--- src/rtl/bus_arb_pkg.sv ---
// Shared constants and helpers for the bus grant arbiter.
// Latency: n/a (declarations only). Backpressure: n/a.
// Used by bus_rr_pick and bus_grant_arbiter.
package bus_arb_pkg;

    localparam int NUM_REQ      = 4;
    localparam int SEL_W        = 2;
    localparam int MAX_HOLD_DEF = 8;

    typedef enum logic {
        ST_IDLE = 1'b0,
        ST_OWN  = 1'b1
    } arb_state_e;

    function automatic logic [NUM_REQ-1:0] onehot(input logic [SEL_W-1:0] idx);
        logic [NUM_REQ-1:0] v;
        v      = '0;
        v[idx] = 1'b1;
        return v;
    endfunction

endpackage

--- src/rtl/bus_rr_pick.sv ---
// Round-robin selector: first set request bit scanning upward from last+1, wrapping mod 4.
// Latency: purely combinational. Backpressure: none.
// The previous owner (last) has the lowest priority.
module bus_rr_pick
    import bus_arb_pkg::*;
(
    input  logic [3:0] req,
    input  logic [1:0] last,
    output logic [1:0] winner,
    output logic       any
);

    // Scan from the farthest offset down so the nearest requester after last wins.
    always_comb begin
        winner = last;
        for (int k = NUM_REQ; k >= 1; k--) begin
            if (req[last + SEL_W'(k)]) begin
                winner = last + SEL_W'(k);
            end
        end
    end

    assign any = |req;

endmodule

--- src/rtl/bus_grant_arbiter.sv ---
// Round-robin owner of a four-driver tristate line: one-hot grant, matching sel, dead cycle between owners.
// Latency: grant one edge after req out of IDLE; all outputs registered. ARB_PARK_EN parks grant on the last owner.
// Backpressure: none; waiters hold req, owners past MAX_HOLD are preempted when someone waits.
module bus_grant_arbiter
    import bus_arb_pkg::*;
#(
    parameter int MAX_HOLD = MAX_HOLD_DEF,
    parameter int HOLD_W   = 8
)(
    input  logic       clk,
    input  logic       reset,
    input  logic [3:0] req,
    output logic [3:0] grant,
    output logic [1:0] sel,
    output logic       grant_valid,
    output logic       preempt
);

    localparam logic [HOLD_W-1:0] HOLD_SAT  = HOLD_W'(MAX_HOLD);
    localparam logic [HOLD_W-1:0] HOLD_LAST = HOLD_W'(MAX_HOLD - 1);

`ifdef ARB_PARK_EN
    localparam logic [3:0] GRANT_RST = 4'b0001;
    localparam logic       VALID_RST = 1'b1;
`else
    localparam logic [3:0] GRANT_RST = 4'b0000;
    localparam logic       VALID_RST = 1'b0;
`endif

    arb_state_e        state_q, state_d;
    logic [3:0]        grant_q, grant_d;
    logic [1:0]        sel_q, sel_d;
    logic [1:0]        last_q, last_d;
    logic [HOLD_W-1:0] count_q, count_d;
    logic              preempt_q, preempt_d;
    logic              grant_valid_q, grant_valid_d;

    logic [1:0]        pick_winner;
    logic              pick_any;

    bus_rr_pick u_pick (
        .req    (req),
        .last   (last_q),
        .winner (pick_winner),
        .any    (pick_any)
    );

    always_comb begin
        state_d   = state_q;
        grant_d   = grant_q;
        sel_d     = sel_q;
        last_d    = last_q;
        count_d   = count_q;
        preempt_d = 1'b0;

        case (state_q)
            ST_IDLE: begin
`ifdef ARB_PARK_EN
                if (!pick_any) begin
                    grant_d = onehot(sel_q);
                end else if (grant_q != 4'b0000 && pick_winner != sel_q) begin
                    // A different owner must not see the parked driver still enabled.
                    grant_d = 4'b0000;
                end else begin
                    state_d = ST_OWN;
                    grant_d = onehot(pick_winner);
                    sel_d   = pick_winner;
                    last_d  = pick_winner;
                    count_d = '0;
                end
`else
                if (pick_any) begin
                    state_d = ST_OWN;
                    grant_d = onehot(pick_winner);
                    sel_d   = pick_winner;
                    last_d  = pick_winner;
                    count_d = '0;
                end
`endif
            end
            ST_OWN: begin
                count_d = (count_q == HOLD_SAT) ? count_q : count_q + 1'b1;
                if (!req[sel_q]) begin
                    state_d = ST_IDLE;
`ifdef ARB_PARK_EN
                    grant_d = (req == 4'b0000) ? grant_q : 4'b0000;
`else
                    grant_d = 4'b0000;
`endif
                end else if (count_q == HOLD_LAST && (req & ~grant_q) != 4'b0000) begin
                    state_d   = ST_IDLE;
                    grant_d   = 4'b0000;
                    preempt_d = 1'b1;
                end
            end
            default: begin
                state_d = ST_IDLE;
                grant_d = 4'b0000;
            end
        endcase

        grant_valid_d = |grant_d;
    end

    always_ff @(posedge clk) begin
        if (reset) begin
            state_q       <= ST_IDLE;
            grant_q       <= GRANT_RST;
            sel_q         <= 2'd0;
            last_q        <= 2'd3;
            count_q       <= '0;
            preempt_q     <= 1'b0;
            grant_valid_q <= VALID_RST;
        end else begin
            state_q       <= state_d;
            grant_q       <= grant_d;
            sel_q         <= sel_d;
            last_q        <= last_d;
            count_q       <= count_d;
            preempt_q     <= preempt_d;
            grant_valid_q <= grant_valid_d;
        end
    end

    assign grant       = grant_q;
    assign sel         = sel_q;
    assign grant_valid = grant_valid_q;
    assign preempt     = preempt_q;

endmodule

--- config.mk ---
export PLATFORM = sky130hd
export DESIGN_NAME = bus_grant_arbiter
export DESIGN_NICKNAME = d
export VERILOG_FILES = /design/src/rtl/bus_arb_pkg.sv /design/src/rtl/bus_rr_pick.sv /design/src/rtl/bus_grant_arbiter.sv
export SDC_FILE = /design/constraint.sdc
export NUM_CORES = 1
export LEC_CHECK = 0
export BUFFER_PORTS_ARGS = -buffer_cell sky130_fd_sc_hd__buf_2
export CAP_MARGIN = 20
export CORE_ASPECT_RATIO = 0.6
export CORE_MARGIN = 3
export CORE_UTILIZATION = 30
export CTS_CLUSTER_SIZE = 30
export DETAILED_ROUTE_END_ITERATION = 8
export PLACE_DENSITY = 0.56
export SKIP_LAST_GASP = 1
export SLEW_MARGIN = 10
export SYNTH_ARGS = -nofsm -noshare
export SYNTH_HDL_FRONTEND = slang
export SYNTH_SLANG_ARGS = --single-unit
--- constraint.sdc ---
create_clock -name clk -period 2.3 [get_ports clk]
set_input_delay 0.23 -clock clk [delete_from_list [all_inputs] [get_ports clk]]
set_output_delay 0.23 -clock clk [all_outputs]
set_load 0.02 [all_outputs]
==> results of run 1 <==
## logic make-up (layout without fill, tap and decap cells)
family | after synthesis | after routing | share of synthesized area
AOI/OAI and AO/OA | 33 | 33 | 0.240
xor gates and xnor gates | 2 | 2 | 0.0178
adders and majority gates | 2 | 2 | 0.0254
buffers and inverters | 12 | 28 | 0.0469
DFF | 19 | 19 | 0.386
muxes | 4 | 4 | 0.0419
and+or+nand+nor | 43 | 43 | 0.242
## critical path: stages (launching register included)
cell	delay, ns
dfxtp_1	0.35
or4_4	0.56
o41ai_2	0.38
a21boi_4	0.28
o32ai_1	0.11
## sequential cells by signal, summed over array words and instances, names as in the netlist
name         cells
sel              2
grant_valid      1
preempt          1
last_q           2
grant            4
state_q          1
count_q          8
## final cells by class
class,instances,area share
Clock buffer,3,0.0358
Clock inverter,1,0.00434
Inverter,9,0.0293
Multi-Input combinational cell,84,0.485
Sequential cell,19,0.330
Tap cell,42,0.0456
Timing Repair Buffer,15,0.0695
## power breakdown
part | switching [W] | leakage (nW) | internal, W | total [W]
clock network | 0.000112 | 0.0255 | 0.000120 | 0.000233
registers | 0.0000278 | 0.155 | 0.000352 | 0.000380
logic | 0.000102 | 0.270 | 0.0000684 | 0.000170
## how the worst max path moves through the flow
stage,cells past startpoint,end,startpoint,slack (ns)
2_1_floorplan,4,grant[3],count_q[4],0.60
3_3_place_gp,4,grant[3],count_q[4],0.55
3_5_place_dp,4,grant[3],count_q[4],0.51
4_1_cts,4,grant[3],count_q[4],0.51
5_1_grt,4,grant_valid,count_q[4],0.40
6_report,4,grant[1],count_q[4],0.50
## layout by cell type (no fill, tap or decap), types with 2 or more instances in the layout
cell,instances
o32ai_1,4
nor4_1,2
a211oi_1,3
nand4_1,2
buf_4,2
ha_1,2
clkbuf_8,3
o21ai_1,3
or3_1,4
and3_1,2
a21oi_1,11
nand2_1,9
nand2b_1,3
xnor2_1,2
nor3_1,2
buf_2,13
inv_1,9
dfxtp_1,19
nor2_1,9
o21ai_0,2
nor2b_1,3
mux2i_1,3
o22ai_1,2
## stage by stage
stage / area (um^2) / hold slack, ns / setup slack [ns] / power [W] / instances
after floorplan: 986 / 0.348 / 0.600 / 0.000497 / 115
after global placement: 1110 / 0.478 / 0.549 / 0.000553 / 169
after detailed placement: 1110 / 0.482 / 0.514 / 0.000555 / 169
after CTS: 1150 / 0.302 / 0.508 / 0.000791 / 173
after global routing: 1150 / 0.340 / 0.397 / 0.000826 / 173
final: 1150 / 0.305 / 0.499 / 0.000783 / 173
## routing by layer
| layer | wire (um) | part of all wire | vias up |
|---|---|---|---|
| li1 | - | - | 459 |
| met1 | 1210 | 0.52 | 419 |
| met2 | 912 | 0.39 | 28 |
| met3 | 198 | 0.085 | 0 |
| met4 | 0 | 0 | 0 |
| met5 | 0 | 0 | - |
==> flow_summary.ini, run 1 <==
[flow_run]
drv_cap = 0

[setup_path]
crit_path_start_kind = flip-flop
path_max_fanout = 5
arrival_ns = 1.94
crit-reg2reg-launch = count_q[4]
end_kind = flip-flop
crit_required_ns = 2.44
criticalPathCategory = flip-flop to flip-flop
r2r-end = grant[1]
rr_worst_depth = 4
reg2reg_slack_ns = 0.50

[yosys]
yosys_warnings = 0
yosys-top-cells-area = dfxtp_1 (39%), a21oi_1 (5.6%), o32ai_1 (3.6%)
syn-instance-count = 115
synth.top_cell.area_share = 0.386
synth_edf_count = 0
synth_most_common_cell = dfxtp_1
ys_seq_area_frac = 0.386
synthArstFlopShare = 0
synth_area_um2 = 986
synth_area_leader_cell = dfxtp_1
ys_seq_elements = 19
syn_nets = 123
synth_area_per_cell_um2 = 8.57
yosys-top-cells-count = dfxtp_1 (19), a21oi_1 (11), inv_1 (9), nand2_1 (9), nor2_1 (9)
synthDistinctLibCells = 38
synth_ff_type = dfxtp_1

[detailed_routing]
drtIter0Drc = 84
wirelength_mm = 2.32
vias_per_cell = 5.24
wl_per_cell_um = 13.4
firstDrtPassIters = 4
vias = 906
postRouteAntennaNets = 0
drc = 0

[sta]
max_freq_ghz = 0.555
tightest_slew_ns = 0.596
drv_slew = 0
setup_viol = 0
finalSetupTns_ns = 0
fin_worst_skew_ns = 0.00969
relSlewSlack = 0.602
fin_crit_sh = 0.783
period_minus_slack_ns = 1.80
hold_violations = 0
rsz0062_at_grt = no

[clocking]
cts_max_path_buffers = 2
root_buffer = clkbuf_8
ctsResizeCount = 0
postCtsSetupBuffers = 0
clk_latency_ns = 0.26
clk_pin_slew_ns = 0.08
cts_tree = built
cts_max_level = 1
cts_buffers = 3
numClockSinks = 19
ctsHoldBuffers = 0

[global_route]
first_global_vias = 794
grt_overflow = 0
track_usage = 0.124
grt.met2_usage = 0.165
grt_max_degree = 14
antenna_found_initial = 0
grt_pass1_wl_mm = 3.87
grtUsageMet1 = 0.186
busiest_layer = met1
grt.met3_usage = 0.0520

[finish]
final_core_util = 0.384
synthToLayoutAreaGrowth_pct = 16.9
num_antenna_cells = 0
fillers = 317
finalNetCount = 140
regArea_um2 = 380
multiInputGateArea_um2 = 559
drive_above_1_share = 0.183

[worst_hold_path]
hp-class = input pin to flip-flop
whs_endpoint = count_q[0]
hold_depth = 2
min-delay-start = reset

[pwr]
ir_worst_vdd_uv = 205
pwr_density_cell_nw_per_um2 = 679
leakage_nw = 0.451

[place]
place_hpwl_mm = 1.75
placement.io_buffers = 13
place_congestion = 0.868

[floorplanning]
dieArea_um2 = 4030
io_pins = 14
core_um2 = 3000
rows = 15
die_height_um = 50.4
start_util = 0.328
dieWidth_um = 80.0

[run_status]
outcome = completed
(Power assumes the default switching activity.)
==> run 2, diff against run 1 <==
--- a/config.mk
+++ b/config.mk
@@ -5,6 +5,7 @@
 export SDC_FILE = /design/constraint.sdc
 export NUM_CORES = 1
 export LEC_CHECK = 0
+export ABC_AREA = 1
 export BUFFER_PORTS_ARGS = -buffer_cell sky130_fd_sc_hd__buf_2
 export CAP_MARGIN = 20
 export CORE_ASPECT_RATIO = 0.6
==> constraint.sdc (replaced) <==
create_clock -name clk -period 1.7 [get_ports clk]
set_input_delay 0.17 -clock clk [delete_from_list [all_inputs] [get_ports clk]]
set_output_delay 0.17 -clock clk [all_outputs]
set_load 0.02 [all_outputs]
==> run 2 against run 1 <==
Critical path depth up 8. Die area up 16%. Clock skew shrank 0.0048 ns. Clock power rose by 33%. Sequential power up 66%. Flip-flop and latch count stayed put. Synthesized cell count up 57%. Sequential share of layout area is 5.6 points lower. Largest power group is now combinational logic.
==> flow_summary.ini, run 2 <==
[run_status]
outcome = completed

[yosys]
synth_area_leader_cell = dfxtp_1
ys_seq_area_frac = 0.327
synth_area_per_cell_um2 = 6.42
syn_nets = 189
synth_area_um2 = 1160
yosys-top-cells-area = dfxtp_1 (33%), nand2_1 (17%), inv_1 (6.8%)
yosys_warnings = 0
synth_edf_count = 0
syn-instance-count = 181
yosys-top-cells-count = nand2_1 (54), inv_1 (21), dfxtp_1 (19)
synthDistinctLibCells = 28
synth.top_cell.area_share = 0.327
ys_seq_elements = 19
synthArstFlopShare = 0
synth_most_common_cell = nand2_1
synth_ff_type = dfxtp_1

[sta]
setup_ws_ns = 0.152
fin_worst_hold_slack_ns = 0.239
setup_viol = 0
hold_violations = 0
tightest_slew_ns = 0.233
relSlewSlack = 0.843
rsz0062_at_grt = yes
period_minus_slack_ns = 1.55
fin_crit_sh = 0.910
fin_worst_skew_ns = 0.00489
max_freq_ghz = 0.646
drv_slew = 0

[finish]
drive_above_1_share = 0.307
regMostFlops = count_q
final_common_cell = nand2_1
synthToLayoutAreaGrowth_pct = 21.6
final_cells = 247
mostFrequentLayoutCells = nand2_1 (53), inv_1 (19), dfxtp_1 (15), a21oi_1 (13), buf_2 (13)
largest_reg_flops = 8
finalNetCount = 211
num_antenna_cells = 0
fillers = 381

[setup_path]
arrival_ns = 1.69
criticalPathCategory = flip-flop to flip-flop
end_kind = flip-flop
path_max_fanout = 3
crit_required_ns = 1.84
reg2reg_slack_ns = 0.15
crit_path_start_kind = flip-flop

[pwr]
leakage_nw = 0.676
pwr_density_cell_nw_per_um2 = 1320
ir_worst_vdd_uv = 644

[floorplanning]
rows = 16
die_height_um = 54.2
dieArea_um2 = 4680
core_um2 = 3480
dieWidth_um = 86.4
start_util = 0.334
io_pins = 14

[flow_run]
drv_cap = 0

[detailed_routing]
firstDrtPassIters = 4
wl_per_cell_um = 11.4
wirelength_mm = 2.83
vias_per_cell = 4.62
drtIter0Drc = 95
postRouteAntennaNets = 0
vias = 1140
drc = 0

[global_route]
antenna_found_initial = 0
grt_overflow = 0
grt_max_degree = 13
first_global_vias = 1028
grt_pass1_wl_mm = 4.83
track_usage = 0.133

[clocking]
ctsHoldBuffers = 0
clk_latency_ns = 0.26
numClockSinks = 19
cts_max_path_buffers = 2
root_buffer = clkbuf_8
cts_tree = built
cts_buffers = 3
clk_pin_slew_ns = 0.07
cts_max_level = 1

[place]
dp_slack_ns = 0.0285
place_hpwl_mm = 2.24
placement.io_buffers = 13
place_congestion = 0.864
place_inst = 241

[worst_hold_path]
hp-class = input pin to flip-flop
run 2: layer usage:
layer / GRT usage / vias up / share of wire / routed length, um
met2: 0.173 / 27 / 0.34 / 964
met4: 0.0181 / 0 / 0.0035 / 10
met5: 0 / - / 0 / 0
met3: 0.0466 / 2 / 0.069 / 194
met1: 0.206 / 495 / 0.59 / 1660
li1: - / 616 / - / -
run 2: report_power, final:
part	leakage, nW	internal [W]	switching [W]
clock network	0.0228	0.000167	0.000143
logic	0.497	0.000323	0.000606
registers	0.156	0.000535	0.0000950
total	0.676	0.00102	0.000843
run 2: cell type report:
| type | instances | area [um^2] | share of cell area |
|---|---|---|---|
| Multi-Input combinational cell | 131 | 697 | 0.493 |
| Sequential cell | 19 | 388 | 0.274 |
| Timing Repair Buffer | 20 | 118 | 0.0832 |
| Inverter | 28 | 110 | 0.0779 |
| Tap cell | 45 | 56.3 | 0.0398 |
| Clock buffer | 4 | 45.0 | 0.0319 |
run 2: worst paths after layout:
kind | startpoint | end | depth (start not counted)
worst min-delay path | reset | grant_valid | 2
worst max register to register | count_q[0] | grant_valid | 12
worst max-delay path | count_q[0] | grant_valid | 12
worst min register to register | count_q[7] | count_q[7] | 2
run 2: cell families (layout without fill, tap and decap cells):
kind of cell | after synthesis | count (layout) | share of synthesized area
AO/OA/AOI/OAI | 30 | 30 | 0.145
flip-flops | 19 | 19 | 0.327
buffers and inverters | 31 | 52 | 0.112
adder cells (fa/ha/maj) | 2 | 2 | 0.0215
XOR/XNOR | 2 | 2 | 0.0151
AND/OR/NAND/NOR | 97 | 97 | 0.379
run 2: critical path, cell delays in order (launching register included):
cell	delay [ns]
dfxtp_2	0.37
ha_4	0.14
nand2_2	0.07
inv_2	0.06
nand2_1	0.05
nor2_2	0.09
o21ai_2	0.07
nand3_2	0.11
inv_2	0.05
o21ai_2	0.15
nand2_1	0.09
nor2_2	0.12
a21oi_2	0.06
run 2: per-stage QoR:
stage | instance area (um^2) | power, W | TNS, ns | utilization
after detailed placement | 1300 | 0.00150 | 0 | 0.374
after global placement | 1300 | 0.00151 | -0.0290 | 0.374
after CTS | 1350 | 0.00182 | 0 | 0.386
final | 1410 | 0.00187 | 0 | 0.406
after floorplan | 1160 | 0.00129 | 0 | -
after global routing | 1410 | 0.00204 | -0.0421 | 0.406
run 2: what timing repair did:
| action | 4_1_cts | 5_1_grt |
|---|---|---|
| pin swaps | 0 | 6 |
| setup buffers | 0 | 2 |
| resized for setup | 2 | 19 |
| endpoints found under the setup margin | 1 | 9 |
